**src/rtl/trace_pkg.sv**
```systemverilog
// Shared definitions for the retirement-trace unit: event kinds, entry layout
// and the width helper used to size flat storage words.
package trace_pkg;

    localparam logic [1:0] KIND_RETIRE = 2'd0;
    localparam logic [1:0] KIND_REG    = 2'd1;
    localparam logic [1:0] KIND_STORE  = 2'd2;
    localparam logic [1:0] KIND_HALT   = 2'd3;

    localparam int TP_ADDR_W = 16;
    localparam int TP_DATA_W = 16;
    localparam int TP_CNT_W  = 32;

    // Field order matches the flat word packed by the top (inum in the MSBs).
    typedef struct packed {
        logic [TP_CNT_W-1:0]  inum;
        logic [1:0]           kind;
        logic [TP_ADDR_W-1:0] pc;
        logic [3:0]           reg_idx;
        logic [TP_DATA_W-1:0] value;
        logic [TP_ADDR_W-1:0] addr;
    } trace_entry_t;

    function automatic int entry_width(input int addr_w, input int data_w, input int cnt_w);
        return cnt_w + 2 + addr_w + 4 + data_w + addr_w;
    endfunction

endpackage

```
**src/rtl/trace_fifo.sv**
```systemverilog
// Circular trace storage with first-word fall-through head, optional
// overwrite-oldest when full, and a per-cycle "entry lost" indication.
module trace_fifo
    import trace_pkg::*;
#(
    parameter int DEPTH = 16,
    parameter int WRAP  = 0,
    parameter int W     = 8
) (
    input  logic                   clk,
    input  logic                   rst_n,
    input  logic                   clear_i,
    input  logic                   wr_en_i,
    input  logic [W-1:0]           wr_data_i,
    input  logic                   rd_ready_i,
    output logic                   rd_valid_o,
    output logic [W-1:0]           rd_data_o,
    output logic [$clog2(DEPTH):0] count_o,
    output logic                   lost_o
);

    localparam int AW = $clog2(DEPTH);
    localparam int CW = AW + 1;
    localparam logic [AW-1:0] PTR_ONE = AW'(1);
    localparam logic [CW-1:0] CNT_ONE = CW'(1);
    localparam logic [CW-1:0] CNT_FULL = CW'(DEPTH);

    logic [W-1:0]  mem_q [DEPTH];
    logic [AW-1:0] wr_ptr_q, wr_ptr_d;
    logic [AW-1:0] rd_ptr_q, rd_ptr_d;
    logic [CW-1:0] count_q, count_d;
    logic          empty_s, full_s, pop_s, push_s, over_s, lost_s;

    // Push/pop/overwrite decisions and next-state pointers and occupancy.
    always_comb begin
        empty_s = (count_q == '0);
        full_s  = (count_q == CNT_FULL);
        pop_s   = rd_ready_i && !empty_s;
        push_s  = 1'b0;
        over_s  = 1'b0;
        lost_s  = 1'b0;
        if (wr_en_i) begin
            if (!full_s || pop_s) begin
                push_s = 1'b1;
            end else if (WRAP != 0) begin
                push_s = 1'b1;
                over_s = 1'b1;
                lost_s = 1'b1;
            end else begin
                lost_s = 1'b1;
            end
        end else begin
            push_s = 1'b0;
        end
        wr_ptr_d = push_s ? (wr_ptr_q + PTR_ONE) : wr_ptr_q;
        rd_ptr_d = (pop_s || over_s) ? (rd_ptr_q + PTR_ONE) : rd_ptr_q;
        if (push_s && !pop_s && !over_s) begin
            count_d = count_q + CNT_ONE;
        end else if (pop_s && !push_s) begin
            count_d = count_q - CNT_ONE;
        end else begin
            count_d = count_q;
        end
    end

    // Pointer and occupancy registers; clear flushes the buffer.
    always_ff @(posedge clk or negedge rst_n) begin
        if (!rst_n) begin
            wr_ptr_q <= '0;
            rd_ptr_q <= '0;
            count_q  <= '0;
        end else if (clear_i) begin
            wr_ptr_q <= '0;
            rd_ptr_q <= '0;
            count_q  <= '0;
        end else begin
            wr_ptr_q <= wr_ptr_d;
            rd_ptr_q <= rd_ptr_d;
            count_q  <= count_d;
        end
    end

    // Storage is not reset; the head is forced to zero whenever the buffer is empty.
    always_ff @(posedge clk) begin
        if (push_s && !clear_i) begin
            mem_q[wr_ptr_q] <= wr_data_i;
        end
    end

    assign rd_valid_o = !empty_s;
    assign rd_data_o  = empty_s ? '0 : mem_q[rd_ptr_q];
    assign count_o    = count_q;
    assign lost_o     = lost_s;

endmodule

```
**src/rtl/retire_trace_buffer.sv**
```systemverilog
// Retirement-trace capture: counters, accept/enable gating, sticky flags and
// the cycle watchdog around a circular FWFT trace store.
module retire_trace_buffer
    import trace_pkg::*;
#(
    parameter int DEPTH      = 16,
    parameter int ADDR_W     = 16,
    parameter int DATA_W     = 16,
    parameter int CNT_W      = 32,
    parameter int MAX_CYCLES = 100000,
    parameter int WRAP       = 0
) (
    input  logic                   clk,
    input  logic                   rst_n,
    input  logic                   clear,
    input  logic                   enable,
    input  logic                   ret_valid,
    input  logic [1:0]             ret_kind,
    input  logic [ADDR_W-1:0]      ret_pc,
    input  logic [3:0]             ret_reg,
    input  logic [DATA_W-1:0]      ret_value,
    input  logic [ADDR_W-1:0]      ret_addr,
    output logic                   rd_valid,
    input  logic                   rd_ready,
    output logic [CNT_W-1:0]       rd_inum,
    output logic [1:0]             rd_kind,
    output logic [ADDR_W-1:0]      rd_pc,
    output logic [3:0]             rd_reg,
    output logic [DATA_W-1:0]      rd_value,
    output logic [ADDR_W-1:0]      rd_addr,
    output logic [$clog2(DEPTH):0] count,
    output logic                   overflow,
    output logic                   halted,
    output logic                   timeout,
    output logic [CNT_W-1:0]       cycle_count,
    output logic [CNT_W-1:0]       inst_count
);

    localparam int EW = entry_width(ADDR_W, DATA_W, CNT_W);
    localparam logic [CNT_W-1:0] CNT_ONE  = CNT_W'(1);
    localparam logic [CNT_W-1:0] WDOG_LIM = CNT_W'(MAX_CYCLES - 1);

    logic [CNT_W-1:0] cycle_q, cycle_d, inst_q, inst_d;
    logic             halted_q, halted_d, timeout_q, timeout_d, overflow_q, overflow_d;
    logic             frozen_s, accept_s, store_s, lost_s;
    logic [EW-1:0]    wr_data_s, rd_data_s;

    assign frozen_s  = halted_q | timeout_q;
    assign accept_s  = ret_valid & !frozen_s;
    assign store_s   = accept_s & enable;
    // inum is the instruction number before this event is counted.
    assign wr_data_s = {inst_q, ret_kind, ret_pc, ret_reg, ret_value, ret_addr};

    trace_fifo #(
        .DEPTH (DEPTH),
        .WRAP  (WRAP),
        .W     (EW)
    ) u_fifo (
        .clk        (clk),
        .rst_n      (rst_n),
        .clear_i    (clear),
        .wr_en_i    (store_s),
        .wr_data_i  (wr_data_s),
        .rd_ready_i (rd_ready),
        .rd_valid_o (rd_valid),
        .rd_data_o  (rd_data_s),
        .count_o    (count),
        .lost_o     (lost_s)
    );

    // Counter, watchdog and sticky-flag next state.
    always_comb begin
        cycle_d    = cycle_q;
        inst_d     = inst_q;
        halted_d   = halted_q;
        timeout_d  = timeout_q;
        overflow_d = overflow_q | lost_s;
        if (!frozen_s) begin
            cycle_d = cycle_q + CNT_ONE;
            if ((MAX_CYCLES != 0) && (cycle_q == WDOG_LIM)) begin
                timeout_d = 1'b1;
            end else begin
                timeout_d = timeout_q;
            end
        end else begin
            cycle_d = cycle_q;
        end
        if (accept_s) begin
            inst_d = inst_q + CNT_ONE;
            if (ret_kind == KIND_HALT) begin
                halted_d = 1'b1;
            end else begin
                halted_d = halted_q;
            end
        end else begin
            inst_d = inst_q;
        end
    end

    // Counter and flag registers; clear has priority over all updates.
    always_ff @(posedge clk or negedge rst_n) begin
        if (!rst_n) begin
            cycle_q    <= '0;
            inst_q     <= '0;
            halted_q   <= 1'b0;
            timeout_q  <= 1'b0;
            overflow_q <= 1'b0;
        end else if (clear) begin
            cycle_q    <= '0;
            inst_q     <= '0;
            halted_q   <= 1'b0;
            timeout_q  <= 1'b0;
            overflow_q <= 1'b0;
        end else begin
            cycle_q    <= cycle_d;
            inst_q     <= inst_d;
            halted_q   <= halted_d;
            timeout_q  <= timeout_d;
            overflow_q <= overflow_d;
        end
    end

    assign {rd_inum, rd_kind, rd_pc, rd_reg, rd_value, rd_addr} = rd_data_s;
    assign overflow    = overflow_q;
    assign halted      = halted_q;
    assign timeout     = timeout_q;
    assign cycle_count = cycle_q;
    assign inst_count  = inst_q;

endmodule

```
**config.mk**
```make
export PLATFORM = sky130hd
export DESIGN_NAME = retire_trace_buffer
export DESIGN_NICKNAME = d
export VERILOG_FILES = /design/src/rtl/trace_pkg.sv /design/src/rtl/trace_fifo.sv /design/src/rtl/retire_trace_buffer.sv
export SDC_FILE = /design/constraint.sdc
export NUM_CORES = 1
export LEC_CHECK = 0
export CAP_MARGIN = 30
export CORE_MARGIN = 2
export CORE_UTILIZATION = 47
export DETAILED_ROUTE_END_ITERATION = 10
export PLACE_DENSITY = 0.67
export SLEW_MARGIN = 40
export SYNTH_ARGS = -nofsm -noshare
export SYNTH_HDL_FRONTEND = slang
export SYNTH_SLANG_ARGS = --single-unit
```
**constraint.sdc**
```tcl
create_clock -name clk -period 7.95 [get_ports clk]
set_input_delay 1.59 -clock clk [delete_from_list [all_inputs] [get_ports clk]]
set_output_delay 1.59 -clock clk [all_outputs]
set_load 0.02 [all_outputs]
```
==> flow_summary.ini, run 1 <==
[die]
core_area_um2 = 118200
die_h_um = 349.5
ios = 219
rows = 126
die_x_um = 349.5
initial_utilization_pct = 47.45
die-area_um2 = 122200

[pwr]
combPwrFrac_pct = 21.5
switching_share_pct = 26.02
seq_power_share_pct = 42.9
vdd_drop_max_mv = 0.2257
power_leakage_nw = 20.71
intPower_mw = 14.65
p_clk_share_pct = 35.6
p_per_area_nw_per_um2 = 302.0
p_switching_mw = 5.152

[run_status]
outcome = finished clean

[clock_tree]
post_cts_resized = 0
worst_skew_pair.late_latency_ns = 0.74
htreeDepth = 4
cts_root_buf = clkbuf_16
path_clk_slew_ns = 0.06
cts_buffers = 149
cts.sinks = 1456
cts_tree = done
postCtsHoldBufs = 0
cts_setup_buffers = 0
cts.path.max_buffers = 3

[setup_path]
crit_type = reg -> out
worstSetupStartpointType = flop
path_delay_family = simple AND/OR/NAND/NOR gates
crit_fanout = 47
cp-end-kind = primary output
cp_slowest_cell = buf_4
critPathMaxStageDelay_ns = 0.67
critPathBufInv = 2
cp.required_ns = 6.36
cp_cell_sequence = nor4_2 -> nand2_1 -> nand2b_4 -> buf_4 -> o22ai_1 -> clkdlybuf4s50_1
worstPathArrival_ns = 4.52

[final_layout]
fin_util_pct = 55.44
fin_cells = 4522
area_growth_pct = 16.83
final_nets = 2935
drive_gt1_share_pct = 21.95

[logic_synthesis]
synthCells = 2567
yosysSeqAreaShare_pct = 77.21
ys_warn_count = 0
ys_ff_latch = 1456
synth-edff-count = 1376
syn_avg_cell_area_um2 = 21.86
syn-cell-area_um2 = 56110
synthArstFlopShare_pct = 5.495
ys.flop_type = edfxtp_1
syn_nets = 2639
synth_cell_type_count = 43

[drt]
drt-wirelength-per-cell_um = 27.32
drc_errors = 0
drt-pass1-iter-count = 5
met3WireLength_um = 8732
vias_per_cell = 5.935
highest_layer = met5
num_vias = 26839
routed_wl_um = 123500
ant_nets = 0
initialDrtViolationCount = 2454
routed-wl-met2_um = 60510
wl_met1_um = 52210

[timing]
grt_setup_unrepaired = false
timing.hold.ws_ns = 0.5392
timing.final.crit_period_ns = 6.107
clock_skew_ns = 0.01972
hold_viol = 0
relSlewSlack_pct = 40.98
max_freq_ghz = 0.1637
period_share_pct = 76.82
setup_violations = 0
final_max_slew_viol_count = 0
worst_pin_slew_ns = 0.8815

[global_route]
grt_first_pass_wirelength_um = 183600
grt_max_degree = 87
grt_antenna_before_repair = 4
track_usage_pct = 20.41
overflow = 0
first_global_vias = 28070

[place]
dp.cells = 4248
port_buffers = 218
gp_routability_congestion = 0.8159
dpl.hpwl_um = 66310

[job]
max-cap-violations = 0

[min_path]
hold_path_class = reg -> reg
## synth_stat cells, types with 11 or more instances
cell / number / area share [%]
mux4_2: 344 / 14
a21oi_1: 14 / 0.12
nor3_1: 21 / 0.19
nand2_1: 42 / 0.28
ha_1: 11 / 0.25
dfrtp_1: 80 / 3.6
o22ai_1: 86 / 0.96
mux2i_1: 175 / 3.1
buf_2: 43 / 0.38
buf_1: 30 / 0.20
edfxtp_1: 1376 / 74
xor2_1: 21 / 0.33
nand3_1: 25 / 0.22
xnor2_1: 42 / 0.66
nor4_1: 22 / 0.25
clkbuf_1: 61 / 0.41
nand4_1: 15 / 0.17
nor2_1: 86 / 0.58
inv_1: 14 / 0.094
## cell families (layout without fill, tap and decap cells)
group	Yosys count	in the layout	share of synthesized area [%]
AOI/OAI and AO/OA	116	116	1.267
xor gates and xnor gates	63	63	0.9834
adders and majority gates	12	12	0.2810
buffers and inverters	149	566	1.099
DFF	1456	1456	77.21
muxes	520	520	16.95
other	0	2	0
and+or+nand+nor	251	251	2.210
## cell type report
class / count / area, um^2
fill: 8623 / 52690
sequential: 1456 / 43340
multi-input combinational: 962 / 12320
clock buffer: 188 / 4054
timing repair buffer: 280 / 2923
tap: 1536 / 1922
clock inverter: 84 / 938.4
inverter: 14 / 52.55
antenna: 2 / 5.005
## state kept, by name, indices dropped and copies added, names as in the netlist
signal / flops
inst_count: 32
overflow: 1
u_fifo.mem_q: 1376
halted: 1
timeout: 1
cycle_count: 32
u_fifo.count_o: 5
u_fifo.wr_ptr_q: 4
u_fifo.rd_ptr_q: 4
## metrics by stage
| step | setup WS, ns | setup TNS, ns | cell area (um^2) | power [mW] |
|---|---|---|---|---|
| finish | 1.843 | 0 | 65550 | 19.80 |
| global route | 1.608 | 0 | 65550 | 20.53 |
| CTS | 1.572 | 0 | 65520 | 20.03 |
| detailed placement | 2.401 | 0 | 60530 | 12.97 |
| global placement | 2.488 | 0 | 60390 | 12.92 |
| floorplan | -1.088 | -187.10 | 56120 | 11.46 |
## per-layer routing
layer,track usage [%],vias to the layer above
met1,28.89,14398
li1,-,11339
met4,5.243,6
met2,32.80,953
met5,0,-
met3,4.098,143
## worst register-to-register path: cells and delay by family (launching register included)
kind	cells	cell delay, ns
buffers and inverters	1	0.49
AO/OA/AOI/OAI	1	0.47
AND/OR/NAND/NOR	4	1.63
flip-flops	1	0.49
## layout by cell type, fill, tap and decap left out, drive strengths merged, types with 52 or more instances in the layout
master            n
clkdlybuf4s50   216
o22ai            86
mux2i           175
nor2             86
dfrtp            80
edfxtp         1376
clkinv           52
clkbuf          189
buf              63
mux4            344
## power groups by stage
stage / Clock (mW) / Sequential, mW / Combinational, mW
6_report: 7.06 / 8.49 / 4.25
5_1_grt: 7.50 / 8.50 / 4.53
4_1_cts: 7.20 / 8.49 / 4.33
3_5_place_dp: 0 / 8.66 / 4.31
3_3_place_gp: 0 / 8.67 / 4.25
2_1_floorplan: 0 / 8.61 / 2.85
## final timing paths
path	endpoint	from	cells after the start	slack, ns
setup / recovery	rd_inum[31]	u_fifo.count_o[0]	6	1.84
hold reg to reg	overflow	overflow	2	0.54
max in group asynchronous	u_fifo.rd_ptr_q[2]	rst_n	1	6.51
hold / removal	overflow	overflow	2	0.54
setup reg to reg	u_fifo.mem_q[3][18]	halted	6	4.46
min in group asynchronous	cycle_count[3]	rst_n	1	0.88
No activity file was read; power rests on OpenSTA's default activity.
==> run 2: changes to the inputs <==
--- a/config.mk
+++ b/config.mk
@@ -9,7 +9,6 @@
 export CORE_MARGIN = 2
 export CORE_UTILIZATION = 47
 export DETAILED_ROUTE_END_ITERATION = 10
-export PLACE_DENSITY = 0.67
 export SLEW_MARGIN = 40
 export SYNTH_ARGS = -nofsm -noshare
 export SYNTH_HDL_FRONTEND = slang
==> constraint.sdc (replaced) <==
create_clock -name clk -period 6.18 [get_ports clk]
set_input_delay 1.236 -clock clk [delete_from_list [all_inputs] [get_ports clk]]
set_output_delay 1.236 -clock clk [all_outputs]
set_load 0.02 [all_outputs]
==> run 2 against run 1 <==
Core utilization decreased by 0.27 points. Setup slack got worse by 0.76 ns. Via count decreased by 0.11%. Clock skew increased by 0.0029 ns. Largest cell class unchanged. Worst hold slack got worse by 0.19 ns. Critical endpoint is now rd_inum[9]. Sequential share of layout area increased by 0.32 points. Critical path type unchanged. Routed wire length increased by 2.7%. Non-clock buffer count increased by 12. Critical path depth increased by 1.
==> flow_summary.ini, run 2 (synthesized netlist as in run 1, its figures left out) <==
[drt]
num_vias = 26809
ant_nets = 0
initialDrtViolationCount = 2612
drt-pass1-iter-count = 5
drc_errors = 0
drt-wirelength-per-cell_um = 28.03
vias_per_cell = 5.922
routed_wl_um = 126900

[timing]
max_freq_ghz = 0.1961
grt_setup_unrepaired = false
final_max_slew_viol_count = 0
clock_skew_ns = 0.02266
timing.hold.ws_ns = 0.3519
timing.final.crit_period_ns = 5.100
setup_violations = 0
final.setup.tns_ns = 0
relSlewSlack_pct = 45.18
worst_pin_slew_ns = 0.8223
period_share_pct = 82.52
hold_viol = 0

[pwr]
p_per_area_nw_per_um2 = 380.7
power_leakage_nw = 20.56
vdd_drop_max_mv = 0.3192
power_mw = 24.83

[die]
die_h_um = 349.5
die_x_um = 349.5
die-area_um2 = 122200
core_area_um2 = 118200
rows = 126
ios = 219
initial_utilization_pct = 47.45

[final_layout]
layout_commonest_cell = edfxtp_1
final_nets = 2945
area_growth_pct = 16.25
layout_common_cells = edfxtp_1 (1,376), mux4_2 (344), clkdlybuf4s50_1 (216)
largest_reg_flops = 1376
ff_latch_area_um2 = 43330
largest_register = u_fifo.mem_q
multi_input_comb_area_um2 = 12310
fillers = 8834
fin_area_um2 = 65230
drive_gt1_share_pct = 21.67

[setup_path]
cp.required_ns = 4.94
crit_fanout = 35
r2r_start = timeout
r2r_cells = 6
cp-end-kind = primary output
worstSetupStartpointType = flop
r2r_end = u_fifo.mem_q[14][19]
worstPathArrival_ns = 3.86
crit_type = reg -> out
r2r_slack_ns = 2.53

[global_route]
first_global_vias = 28558
track_usage_pct = 21.10
grt_max_degree = 105
grt_antenna_before_repair = 6
grt_first_pass_wirelength_um = 187400
overflow = 0

[clock_tree]
worst_skew_pair.late_latency_ns = 0.75
htreeDepth = 4
cts_buffers = 147
cts.path.max_buffers = 3
path_clk_slew_ns = 0.06
cts.sinks = 1456
post_cts_resized = 0
cts_root_buf = clkbuf_16
cts_tree = done
postCtsHoldBufs = 0
cts_setup_buffers = 0

[place]
gp_routability_congestion = 0.8067
dpl.hpwl_um = 65790
port_buffers = 218
postPlaceCellArea_um2 = 60660

[job]
max-cap-violations = 0

[min_path]
hold_path_class = in -> async

[run_status]
outcome = finished clean
run 2: critical path, cell delays in order (launching register included):
cell and delay (ns):
dfrtp_1 0.46, nor4_1 0.09, buf_4 0.16, nand2_1 0.24
nand2b_4 0.50, buf_4 0.43, o22ai_1 0.45, clkdlybuf4s50_1 0.72
run 2: how the worst max path moves through the flow:
stage | start | to | slack (ns)
after global placement | enable | u_fifo.mem_q[14][8] | 1.26
after detailed placement | enable | u_fifo.mem_q[14][8] | 1.23
after global routing | u_fifo.rd_ptr_q[0] | rd_inum[20] | 0.82
after CTS | u_fifo.rd_ptr_q[0] | rd_inum[27] | 0.93
final | u_fifo.count_o[0] | rd_inum[9] | 1.08
after floorplan | enable | u_fifo.mem_q[1][0] | -2.50
run 2: final cells by class:
cell class,count,share of cell area [%]
multi-input cells,962,18.87
diodes,1,0.003836
clock buffers,197,6.165
inverters,14,0.08056
well taps,1536,2.946
clock inverters,69,0.8133
flip-flops and latches,1456,66.44
repair buffers,292,4.686
run 2: through the flow:
step                      cells  util [%]  worst slack (ns)
final                      4527     55.17             1.080
after global routing       4526     55.16            0.8240
after CTS                  4526     55.16            0.9312
after detailed placement   4260     51.31             1.229
after global placement     4258     51.26             1.260
after floorplan            2567         -            -2.504
run 2: power breakdown:
part	leakage (nW)	internal (mW)	switching [mW]
Clock	2.22	4.79	3.58
Sequential	14.3	10.8	0.111
Combinational	4.06	2.67	2.88
run 2: per-layer routing:
metal | GRT usage (%) | up-vias | routed length, um
li1 | - | 11358 | -
met1 | 29.61 | 14458 | 54310
met2 | 34.29 | 808 | 62320
met3 | 4.162 | 177 | 8043
met4 | 5.269 | 8 | 2184
met5 | 0 | - | 41
==> run 3: changes to the inputs <==
==> constraint.sdc (replaced) <==
create_clock -name clk -period 4.78 [get_ports clk]
set_input_delay 0.956 -clock clk [delete_from_list [all_inputs] [get_ports clk]]
set_output_delay 0.956 -clock clk [all_outputs]
set_load 0.02 [all_outputs]
==> run 3 against run 2 <==
Design area up 1.1%. Largest power group unchanged. Global-route usage up 0.19 points. Count of clock-buffer cells in the layout down 1. Core utilization up 0.60 points. Routed wire length up 0.79%. Clock skew up 0.012 ns.
==> flow_summary.ini, run 3 (synthesized netlist as in run 1, its figures left out) <==
[drt]
drt-wirelength-per-cell_um = 28.08
initialDrtViolationCount = 2322
num_vias = 26992
vias_per_cell = 5.926
drt-pass1-iter-count = 5
drc_errors = 0
routed_wl_um = 127900
ant_nets = 0

[clock_tree]
cts.path.max_buffers = 3
worst_skew_pair.late_latency_ns = 0.77
cts.sinks = 1456
cts_buffers = 150
path_clk_slew_ns = 0.06
cts_tree = done
htreeDepth = 4
cts_root_buf = clkbuf_16

[final_layout]
fin_cells = 4555
layout_common_cells = edfxtp_1 (1,376), mux4_2 (344), clkdlybuf4s50_1 (216)
fillers = 8679
area_growth_pct = 17.51
layout_commonest_cell = edfxtp_1
largest_reg_flops = 1376
largest_register = u_fifo.mem_q
fin_area_um2 = 65940
drive_gt1_share_pct = 22.15
final_nets = 2965

[setup_path]
r2r_start = halted
crit_fanout = 28
r2r_end = u_fifo.mem_q[1][8]
worstSetupStartpointType = flop
r2r_cells = 7
cp-end-kind = primary output
worstPathArrival_ns = 3.70
r2r_slack_ns = 1.67
crit_type = reg -> out
cp.required_ns = 3.82

[pwr]
p_per_area_nw_per_um2 = 497.5
vdd_drop_max_mv = 0.3621
power_leakage_nw = 20.84

[min_path]
hold_path_class = in -> async

[job]
max-cap-violations = 0

[die]
die_h_um = 349.5
die_x_um = 349.5
rows = 126
die-area_um2 = 122200
ios = 219
initial_utilization_pct = 47.45
core_area_um2 = 118200

[place]
dpl.hpwl_um = 65960
postPlaceCellArea_um2 = 61090
dp.cells = 4276
gp_routability_congestion = 0.8075
port_buffers = 218
pre_cts_slack_ns = 0.6238

[timing]
hold_viol = 0
final_max_slew_viol_count = 0
timing.hold.ws_ns = 0.2627
clock_skew_ns = 0.03507
relSlewSlack_pct = 47.60
max_freq_ghz = 0.2148
grt_setup_unrepaired = false
worst_pin_slew_ns = 0.7860
setup_ws_ns = 0.1246
timing.final.crit_period_ns = 4.655
period_share_pct = 97.39
setup_violations = 0

[global_route]
grt_max_degree = 87
grt_antenna_before_repair = 3
overflow = 0
first_global_vias = 28616
track_usage_pct = 21.28
grt_first_pass_wirelength_um = 189100

[run_status]
outcome = finished clean
[run 3: worst max path at each step]
stage | startpoint | end | slack (ns) | cells past startpoint
finish | u_fifo.count_o[0] | rd_inum[14] | 0.12 | 7
global route | u_fifo.count_o[0] | rd_inum[14] | 0.02 | 7
detailed placement | u_fifo.rd_ptr_q[0] | rd_reg[3] | 0.62 | 5
global placement | u_fifo.rd_ptr_q[0] | rd_reg[3] | 0.67 | 5
CTS | u_fifo.count_o[0] | rd_inum[16] | 0.09 | 7
floorplan | enable | u_fifo.mem_q[12][0] | -1.32 | 5
[run 3: layout make-up]
| type | count | area [um^2] | area share [%] |
|---|---|---|---|
| sequential | 1456 | 43330 | 65.72 |
| multi-input combinational | 962 | 12330 | 18.70 |
| clock buffer | 196 | 3999 | 6.065 |
| timing repair buffer | 309 | 3495 | 5.300 |
| tap | 1536 | 1922 | 2.915 |
| clock inverter | 79 | 797.0 | 1.209 |
| inverter | 14 | 52.55 | 0.07970 |
| antenna | 3 | 7.507 | 0.01139 |
[run 3: report_power, final]
| part | switching [mW] | total, mW | leakage (nW) | internal, mW |
|---|---|---|---|---|
| combinational | 3.79 | 7.41 | 4.22 | 3.63 |
| sequential | 0.148 | 14.1 | 14.3 | 14.0 |
| clock | 4.74 | 11.3 | 2.34 | 6.54 |
[run 3: critical path, cell delays in order (launching register included)]
cell             delay [ns]
dfrtp_1                0.46
nor4_1                 0.09
buf_4                  0.16
nand2_1                0.28
nand2b_4               0.32
buf_12                 0.30
o22ai_1                0.56
clkdlybuf4s50_1        0.73
[run 3: stage by stage]
| step | power (mW) | util [%] | TNS [ns] |
|---|---|---|---|
| 2_1_floorplan | 19.06 | - | -1686.23 |
| 3_3_place_gp | 21.84 | 51.67 | 0 |
| 3_5_place_dp | 21.91 | 51.67 | 0 |
| 4_1_cts | 33.22 | 55.75 | 0 |
| 5_1_grt | 34.06 | 55.76 | 0 |
| 6_report | 32.81 | 55.77 | 0 |
[run 3: repair_timing]
item                       4_1_cts  5_1_grt
buffers inserted                 1        0
setup endpoints to repair        1        1
gates resized for setup          1        1
hold buffers                     0        0
pin swaps                        0        0
[run 3: per-layer routing]
| layer | global-route usage [%] | vias to the layer above | wire (um) |
|---|---|---|---|
| met5 | 0 | - | 42 |
| met3 | 3.981 | 145 | 7365 |
| li1 | - | 11405 | - |
| met4 | 5.225 | 6 | 2164 |
| met2 | 34.64 | 765 | 63230 |
| met1 | 30.02 | 14671 | 55090 |
